### src/rtl/regfile_wr_sequencer.sv
// Write-port sequencer for regfile_vec: post-reset zero-fill sweep, then writeback/host merge with x0 suppression.
// Optional host stall counter built when REGFILE_HOST_STALL_CNT_EN is defined.
module regfile_wr_sequencer #(
    parameter int unsigned NUM_THREADS = 16,
    parameter int unsigned DWIDTH      = 32,
    parameter int unsigned HQ_DEPTH    = 4
) (
    input  logic                           clk,
    input  logic                           i_rst_n,
    input  logic                           i_wb_en,
    input  logic [$clog2(NUM_THREADS)-1:0] i_wb_thread,
    input  logic [4:0]                     i_wb_addr,
    input  logic [DWIDTH-1:0]              i_wb_data,
    input  logic                           i_host_valid,
    output logic                           o_host_ready,
    input  logic [$clog2(NUM_THREADS)-1:0] i_host_thread,
    input  logic [4:0]                     i_host_addr,
    input  logic [DWIDTH-1:0]              i_host_data,
    output logic                           o_rf_wr_en,
    output logic [$clog2(NUM_THREADS)-1:0] o_rf_thread,
    output logic [4:0]                     o_rf_addr,
    output logic [DWIDTH-1:0]              o_rf_data,
    output logic                           o_init_done,
    output logic [15:0]                    o_host_stall_cnt
);

    localparam int unsigned TW = $clog2(NUM_THREADS);
    localparam int unsigned AW = 5;
    localparam int unsigned IW = TW + AW;
    localparam int unsigned QW = $clog2(HQ_DEPTH);
    localparam int unsigned PW = QW + 1;
    localparam int unsigned HW = TW + AW + DWIDTH;
    localparam logic [IW-1:0] LAST_IDX = IW'(NUM_THREADS * 32 - 1);

    typedef enum logic {S_INIT, S_RUN} state_e;

    state_e            state_q, state_d;
    logic [IW-1:0]     sweep_q, sweep_d;
    logic [PW-1:0]     wr_ptr_q, rd_ptr_q;
    logic [HW-1:0]     fifo_mem [HQ_DEPTH];
    logic              fifo_empty, fifo_full, push, pop, wb_take;
    logic [TW-1:0]     head_thread;
    logic [AW-1:0]     head_addr;
    logic [DWIDTH-1:0] head_data;
    logic              wr_en_d;
    logic [TW-1:0]     thread_d;
    logic [AW-1:0]     addr_d;
    logic [DWIDTH-1:0] data_d;

    // Extra wrap bit distinguishes full from empty when the index bits match.
    assign fifo_empty   = (wr_ptr_q == rd_ptr_q);
    assign fifo_full    = (wr_ptr_q[QW] != rd_ptr_q[QW]) && (wr_ptr_q[QW-1:0] == rd_ptr_q[QW-1:0]);
    assign o_host_ready = !fifo_full;
    assign push         = i_host_valid && !fifo_full;
    assign wb_take      = i_wb_en && (i_wb_addr != '0);
    assign {head_thread, head_addr, head_data} = fifo_mem[rd_ptr_q[QW-1:0]];

    // Next-state and write-port selection.
    always_comb begin
        state_d  = state_q;
        sweep_d  = sweep_q;
        pop      = 1'b0;
        wr_en_d  = 1'b0;
        thread_d = o_rf_thread;
        addr_d   = o_rf_addr;
        data_d   = o_rf_data;
        case (state_q)
            S_INIT: begin
                wr_en_d            = 1'b1;
                {thread_d, addr_d} = sweep_q;
                data_d             = '0;
                sweep_d            = sweep_q + IW'(1);
                if (sweep_q == LAST_IDX) begin
                    state_d = S_RUN;
                end
            end
            S_RUN: begin
                if (wb_take) begin
                    wr_en_d  = 1'b1;
                    thread_d = i_wb_thread;
                    addr_d   = i_wb_addr;
                    data_d   = i_wb_data;
                end else if (!fifo_empty) begin
                    // x0 entries are consumed without a write.
                    pop = 1'b1;
                    if (head_addr != '0) begin
                        wr_en_d  = 1'b1;
                        thread_d = head_thread;
                        addr_d   = head_addr;
                        data_d   = head_data;
                    end
                end
            end
        endcase
    end

    always_ff @(posedge clk or negedge i_rst_n) begin
        if (!i_rst_n) begin
            state_q     <= S_INIT;
            sweep_q     <= '0;
            wr_ptr_q    <= '0;
            rd_ptr_q    <= '0;
            o_rf_wr_en  <= 1'b0;
            o_rf_thread <= '0;
            o_rf_addr   <= '0;
            o_rf_data   <= '0;
            o_init_done <= 1'b0;
        end else begin
            state_q     <= state_d;
            sweep_q     <= sweep_d;
            o_rf_wr_en  <= wr_en_d;
            o_rf_thread <= thread_d;
            o_rf_addr   <= addr_d;
            o_rf_data   <= data_d;
            o_init_done <= (state_q == S_RUN);
            if (push) begin
                wr_ptr_q <= wr_ptr_q + PW'(1);
            end
            if (pop) begin
                rd_ptr_q <= rd_ptr_q + PW'(1);
            end
        end
    end

    // Payload storage needs no reset; validity lives in the pointers.
    always_ff @(posedge clk) begin
        if (push) begin
            fifo_mem[wr_ptr_q[QW-1:0]] <= {i_host_thread, i_host_addr, i_host_data};
        end
    end

`ifdef REGFILE_HOST_STALL_CNT_EN
    logic stall_inc;
    assign stall_inc = (state_q == S_RUN) && wb_take && !fifo_empty;

    always_ff @(posedge clk or negedge i_rst_n) begin
        if (!i_rst_n) begin
            o_host_stall_cnt <= '0;
        end else if (stall_inc && (o_host_stall_cnt != 16'hFFFF)) begin
            o_host_stall_cnt <= o_host_stall_cnt + 16'd1;
        end
    end
`else
    assign o_host_stall_cnt = 16'h0;
`endif

endmodule

### config.mk
export PLATFORM = sky130hd
export DESIGN_NAME = regfile_wr_sequencer
export DESIGN_NICKNAME = d
export VERILOG_FILES = /design/src/rtl/regfile_wr_sequencer.sv
export SDC_FILE = /design/constraint.sdc
export NUM_CORES = 1
export LEC_CHECK = 0
export CORE_MARGIN = 1.5
export CORE_UTILIZATION = 30
export DETAILED_ROUTE_END_ITERATION = 8
export GPL_TIMING_DRIVEN = 1
export MAX_ROUTING_LAYER = met4
export PLACE_DENSITY = 0.58
export SLEW_MARGIN = 10
export SYNTH_ARGS = -nofsm -noshare
export SYNTH_HDL_FRONTEND = slang
export SYNTH_SLANG_ARGS = --single-unit
### constraint.sdc
create_clock -name clk -period 2.8 [get_ports clk]
set_input_delay 0.56 -clock clk [delete_from_list [all_inputs] [get_ports clk]]
set_output_delay 0.56 -clock clk [all_outputs]
set_load 0.01 [all_outputs]
Yosys cells after proc, flatten, opt, wreduce, memory -nomap -nowiden

Memory sizes are Yosys's and may differ from the RTL's.
Cells that the tools add are included.

RAM bits: 164
Register bits after elaboration: 59
Memories: 1

Reduce and logical (&&, ||, !) cells: 7
Eq/ne operators: 6
Muxes and demuxes: 23
Bitwise gates (word level): 1
Add/subtract/negate cells: 3

Memories:

| memory   | depth | bits a word | read ports | clocked after Yosys merged registers in | write ports | line | text |
|---|---|---|---|---|---|---|---|
| fifo_mem | 4     | 41          | 1          | 0                                       | 1           | 40   | `logic [HW-1:0] fifo_mem [HQ_DEPTH];` |

Operators with widths:

| operator                                                                 | count |
|---|---|
| 32-bit 2-to-1 mux                                                        | 3 |
| 32-bit one-hot mux with 2 select lines                                   | 1 |
| 5-bit 2-to-1 mux                                                         | 3 |
| 4-bit 2-to-1 mux                                                         | 3 |
| 1-bit 2-to-1 mux                                                         | 10 |
| 5-bit one-hot mux with 2 select lines                                    | 1 |
| 5-bit nonzero test                                                       | 2 |
| 9-bit by 1-bit adder with 9-bit output (second input constant)           | 1 |
| 9-bit equality test (second input constant)                              | 1 |
| 4-bit one-hot mux with 2 select lines                                    | 1 |
| 3-bit by 1-bit adder with 3-bit output (second input constant)           | 2 |
| 3-bit equality test                                                      | 1 |
| 1-bit logical AND                                                        | 3 |
| 3-bit by 1-bit inequality test with 1-bit output (second input constant) | 1 |
| 3-bit by 2-bit inequality test with 1-bit output (second input constant) | 1 |
| 2-bit equality test                                                      | 1 |
| 1-bit one-hot mux with 2 select lines                                    | 1 |
| 2-bit AND reduction                                                      | 1 |
| 1-bit zero test                                                          | 1 |
| 1-bit inequality test                                                    | 1 |
| 1-bit inverter                                                           | 1 |

Longest topological paths before layout

Gate-level depths: netlist (run 1).

Word-level depth: 6
Mapped depth: 8
Mapped depth without buffers: 5

Least setup slack after synthesis (run 1)

Ideal clock, no wire load.

Kind: register -> register
Start point: reg rd_ptr_q[1]
End point: mem fifo_mem[3][0] in the netlist's numbering, enable pin
Arrival: 1.966 ns
Period minus slack after synthesis: 2.370 ns
Library setup time: 0.404 ns
Buffers on the path: 1
Stages on the path, launching flop included: 5
Slack: 0.430 ns
Cell sequence: dfrtp_1 buf_4 xnor2_1 nand3b_1 and3_1

Longest elaborated chain between the ends: 6

Ends and longest elaborated chain:

| what                                   | line | text |
|---|---|---|
| start, declared                        | 39   | `logic [PW-1:0] wr_ptr_q, rd_ptr_q;` |
| start signal, assigned                 | 120  | `rd_ptr_q <= rd_ptr_q + PW'(1);` |
| 2-bit equality test                    | 52   | `assign fifo_full = (wr_ptr_q[QW] != rd_ptr_q[QW]) && (wr_ptr_q[QW-1:0] == rd_ptr_q[QW-1:0]);` |
| 1-bit logical AND                      | 52   |  |
| 1-bit zero test                        | --   |  |
| via o_host_ready                       | 15   | `output logic o_host_ready,` |
| 1-bit logical AND                      | 54   | `assign push = i_host_valid && !fifo_full;` |
| 1-bit 2-to-1 mux                       | 127  | `if (push) begin` |
| 1-bit 2-to-1 mux (not written as such) | 128  | `fifo_mem[wr_ptr_q[QW-1:0]] <= {i_host_thread, i_host_addr, i_host_data};` |
| end, declared                          | 40   |  |

The timed path passes the listed nets, and every way through them passes these cells.

Final worst setup path (run 1)

Start point: reg rd_ptr_q[1]
End point: out o_host_ready

Longest elaborated chain between the ends: 3

Ends and longest elaborated chain:

| what                | line | text |
|---|---|---|
| 2-bit equality test | 52   |  |
| 1-bit logical AND   | 52   |  |
| 1-bit zero test     | 53   | `assign o_host_ready = !fifo_full;` |
| end, declared       | 15   |  |

Every way passes these cells.

==> results.txt, run 1 <==
- The flow ran to the end, and the final reports show no timing, DRC or antenna violations.
- First-pass GRT wire length: 29700 um
- Reg-to-reg setup timing slack: 330 ps
* Startpoint-to-endpoint class of the critical path: reg -> out
* Post-Syn Area per Cell: 17.8 um2
- Die Height: 176 um
- Clock slew at reported path FFs: 60 ps
- Critical Path End Type: primary output
- Number of ports placed on the die boundary: 146
- The cell sitting at the root of the clock tree is a sky130_fd_sc_hd__clkbuf_16.
- Number of vias per cell: 4.62
* Worst reg2reg path endpoint: o_rf_data[31]
- Net switching is 24.1% of the power.
- In this run, flip-flops and latches consume 48.5% of the power.
- STA puts the critical path data required time at 2240 ps.
- Launching point of the worst reg2reg path: rd_ptr_q[0]
* Number of warnings printed during yosys synthesis: 0
* Post-synth ARST share: 26.5%
- Sorting the synthesized cells by area gives the leading types as sky130_fd_sc_hd__edfxtp_1 (55%), sky130_fd_sc_hd__dfrtp_1 (16%), sky130_fd_sc_hd__mux4_2 (10%).
* Initial standard-cell utilization of the core: 30.4%
* Nets: 741
- Total wire length: 19400 um
* Worst slew margin: 37.7%
- Quantity of hold-fixing buffers added after cts: 0
* Longest Clk Path Bufs: 3
- Walking the worst path, the cells encountered are xnor2_2 > nand3b_1 > clkdlybuf4s50_1.
- For this run, the detailed router's first-pass iteration total came to 4.
- The synthesized design contains 164 enable-type register cells.
- Counting every sink on the clock net gives 223.
- Top FF cell, synth: sky130_fd_sc_hd__edfxtp_1
* WL/cell: 18.3 um
- Internal power consumption: 6.59 mW
- Maximum level of the CTS H-tree: 1
- Distinct cells, synth: 40
* Cell family with the largest share of critical-path delay: flip-flops
* Worst path max stage delay: 620 ps
- Post-detailed-placement cell area: 10700 um2
* Synth top area share: 55.0%
- STA classifies the critical path startpoint as a register.
- For this design, the slowest cell found on the critical path is sky130_fd_sc_hd__dfrtp_4.
- Setup violation total in the final timing report: 0
* Pwr per Cell Area: 752 nW/um2
- The floorplan step defined a die boundary enclosing 30900 um2.
- The number of antenna violations at the first check in global routing is 1.
* Post-synthesis instance area: 8950 um2
* RSZ-0062 raised after global routing: false
* Sum of negative setup slack: 0 ps
- In this run, the combinational gates consume 14.9% of the power.
* Quantity of I/O buffers inserted on ports: 129
* Core Area: 29500 um2
- In this run the power spent charging and discharging nets is 2.09 mW.
* Cell count after synthesis: 502
* Cell row count: 63
- Detailed placement finished with a half-perimeter wire length of 12800 um.
- Buffer and inverter count on the worst path: 1
- The analysis attributes to cell leakage a power of 4.14 nW.
- Transition time at the pin with the least slew margin: 932 ps
* Cell depth of the worst flop-to-flop path: 7
* Clock tree from TritonCTS: yes
- After layout, the minimum clock period comes to 2690 ps.
- Relative to the synthesized area, the layout overhead comes to 29.0%.
* DR iter-0 viols: 235
- The hold violation total from the final report came to 0.
- Entering global routing, the biggest net connects 60 pins.
- Count of antenna-violating nets left after detailed routing: 0
- Worst-case clock skew: 19.3 ps
- The final critical path takes up 96.0% of the cycle.
- Source-to-sink clock delay at the later pin of the worst-skew pair: 510 ps
* Overflow left after global routing: 0
- Hold WC Path Type: in -> async
* Share of layout cells above drive strength 1: 17.9%
- Design area: 11500 um2
- The number of global-route vias before repair was 5196.
- Across every metal layer, demand over resource in global routing totals 13.0%.
* Highest fanout seen on the critical path: 19
* Critical path depth in cells: 3
* X dimension of the die: 176 um
- Max_cap viols: 0
* Routability cong.: 0.779
* Maximum clock rate: 372 MHz
* Final routed DRC violation total: 0
- Across all layers, the routed design uses 4887 vias.
- Crit path arrival time: 2130 ps
- Of the total power, the clock network draws 36.6%.
* Sequential fraction of the synthesis area: 71.5%
- The worst-case IR drop observed on VDD is 0.355 mV.
- Total CTS buffers: 24
- The largest total area in the synthesized netlist belongs to sky130_fd_sc_hd__edfxtp_1.
* Final max-slew violation count: 0
- Number of register bits inferred by synthesis: 223
## layout by cell type, fill, tap and decap left out, drive strengths merged, types with 2 or more instances in the layout
cell and instances:
bufinv 3, nand3 4, conb 16, o32ai 8, nand2b 3, a21oi 11, edfxtp 164, dfrtp 59
ha 7, nor3 3, clkbuf 31, clkinv 9, clkdlybuf4s50 128, xnor2 11, mux2 3, nand2 39
o22ai 5, buf 18, xor2 3, and2 2, inv 3, nor2 8, and3 5, or3 3
nand4 2, mux2i 32, o21ai 35, mux4 41
## cells in the mapped netlist, types with 4 or more instances
cell                         n
sky130_fd_sc_hd__edfxtp_1  164
sky130_fd_sc_hd__buf_2       6
sky130_fd_sc_hd__o22ai_1     5
sky130_fd_sc_hd__nand3_1     4
sky130_fd_sc_hd__o21ai_0    27
sky130_fd_sc_hd__dfrtp_1    59
sky130_fd_sc_hd__a21oi_1    10
sky130_fd_sc_hd__mux2i_1    32
sky130_fd_sc_hd__o32ai_2     8
sky130_fd_sc_hd__ha_1        7
sky130_fd_sc_hd__nand2_1    39
sky130_fd_sc_hd__clkbuf_1   12
sky130_fd_sc_hd__buf_6       5
sky130_fd_sc_hd__and3_1      5
sky130_fd_sc_hd__xnor2_1    11
sky130_fd_sc_hd__buf_4      17
sky130_fd_sc_hd__mux4_2     41
sky130_fd_sc_hd__nor2_1      8
sky130_fd_sc_hd__o21ai_1     8
## area by class of cell
class | count | area [um2]
repair buffers | 146 | 1470
flip-flops and latches | 223 | 6410
multi-input cells | 250 | 2360
well taps | 390 | 488
diodes | 1 | 2.50
clock buffers | 31 | 668
clock inverters | 13 | 141
inverters | 3 | 11.3
fillers | 2728 | 17900
## logic make-up (layout without fill, tap and decap cells)
group	count (synthesis)	count (layout)	synth area share [%]
AOI/OAI and AO/OA	64	64	4.89
DFF	223	223	71.5
buffers and inverters	44	193	3.06
muxes	76	76	14.3
other	1	17	0.0419
and+or+nand+nor	73	73	3.85
adders and majority gates	7	7	0.979
xor gates and xnor gates	14	14	1.37
## how the worst max path moves through the flow
stage	from	endpoint	slack, ps
finish	rd_ptr_q[1]	o_host_ready	110
global route	rd_ptr_q[1]	o_host_ready	6
CTS	rd_ptr_q[1]	o_host_ready	9
detailed placement	i_wb_addr[1]	o_rf_data[17]	140
global placement	i_wb_addr[1]	o_rf_data[31]	250
floorplan	rd_ptr_q[1]	fifo_mem[3][0]	430
## metrics by stage
stage,worst slack (ps),hold WS [ps],total power [mW],instances,utilization (%)
floorplan,430,264,5.06,517,-
global placement,250,476,5.54,1010,36.3
detailed placement,145,491,5.60,1010,36.3
CTS,8.66,184,8.81,1056,39.1
global route,6.15,213,9.05,1057,39.2
finish,111,162,8.68,1057,39.2
## flip-flops by register name, summed over array words and instances (netlist names)
name,count
rd_ptr_q,3
o_rf_data,32
state_q,1
sweep_q,9
wr_ptr_q,3
o_init_done,1
o_rf_thread,4
fifo_mem,164
o_rf_wr_en,1
o_rf_addr,5
## power by group through the flow
stage / clock network (mW) / registers (mW) / logic, mW
final: 3.18 / 4.21 / 1.30
after global routing: 3.39 / 4.24 / 1.42
after CTS: 3.27 / 4.21 / 1.34
after detailed placement: 0 / 4.27 / 1.33
after floorplan: 0 / 4.25 / 0.812
after global placement: 0 / 4.24 / 1.30
## routing by layer
| layer | vias up | track usage, % | share of wire [%] |
|---|---|---|---|
| met2 | 148 | 22.0 | 49 |
| met1 | 2493 | 16.3 | 44 |
| met4 | 0 | 2.64 | 1.4 |
| met3 | 26 | 2.47 | 5.3 |
| met5 | - | - | 0 |
| li1 | 2220 | - | - |
## what timing repair did
item,CTS,global route
buffers inserted,2,0
endpoints found under the setup margin,1,1
resized for setup,1,1
endpoints found under the hold margin,0,0
No activity file was read; power rests on OpenSTA's default activity.
==> inputs of run 2 (changes only) <==
- SLEW_MARGIN: 10 -> 20
==> results of run 2 <==
Same layout as run 1: the final DEF is identical, and so are final timing and power.
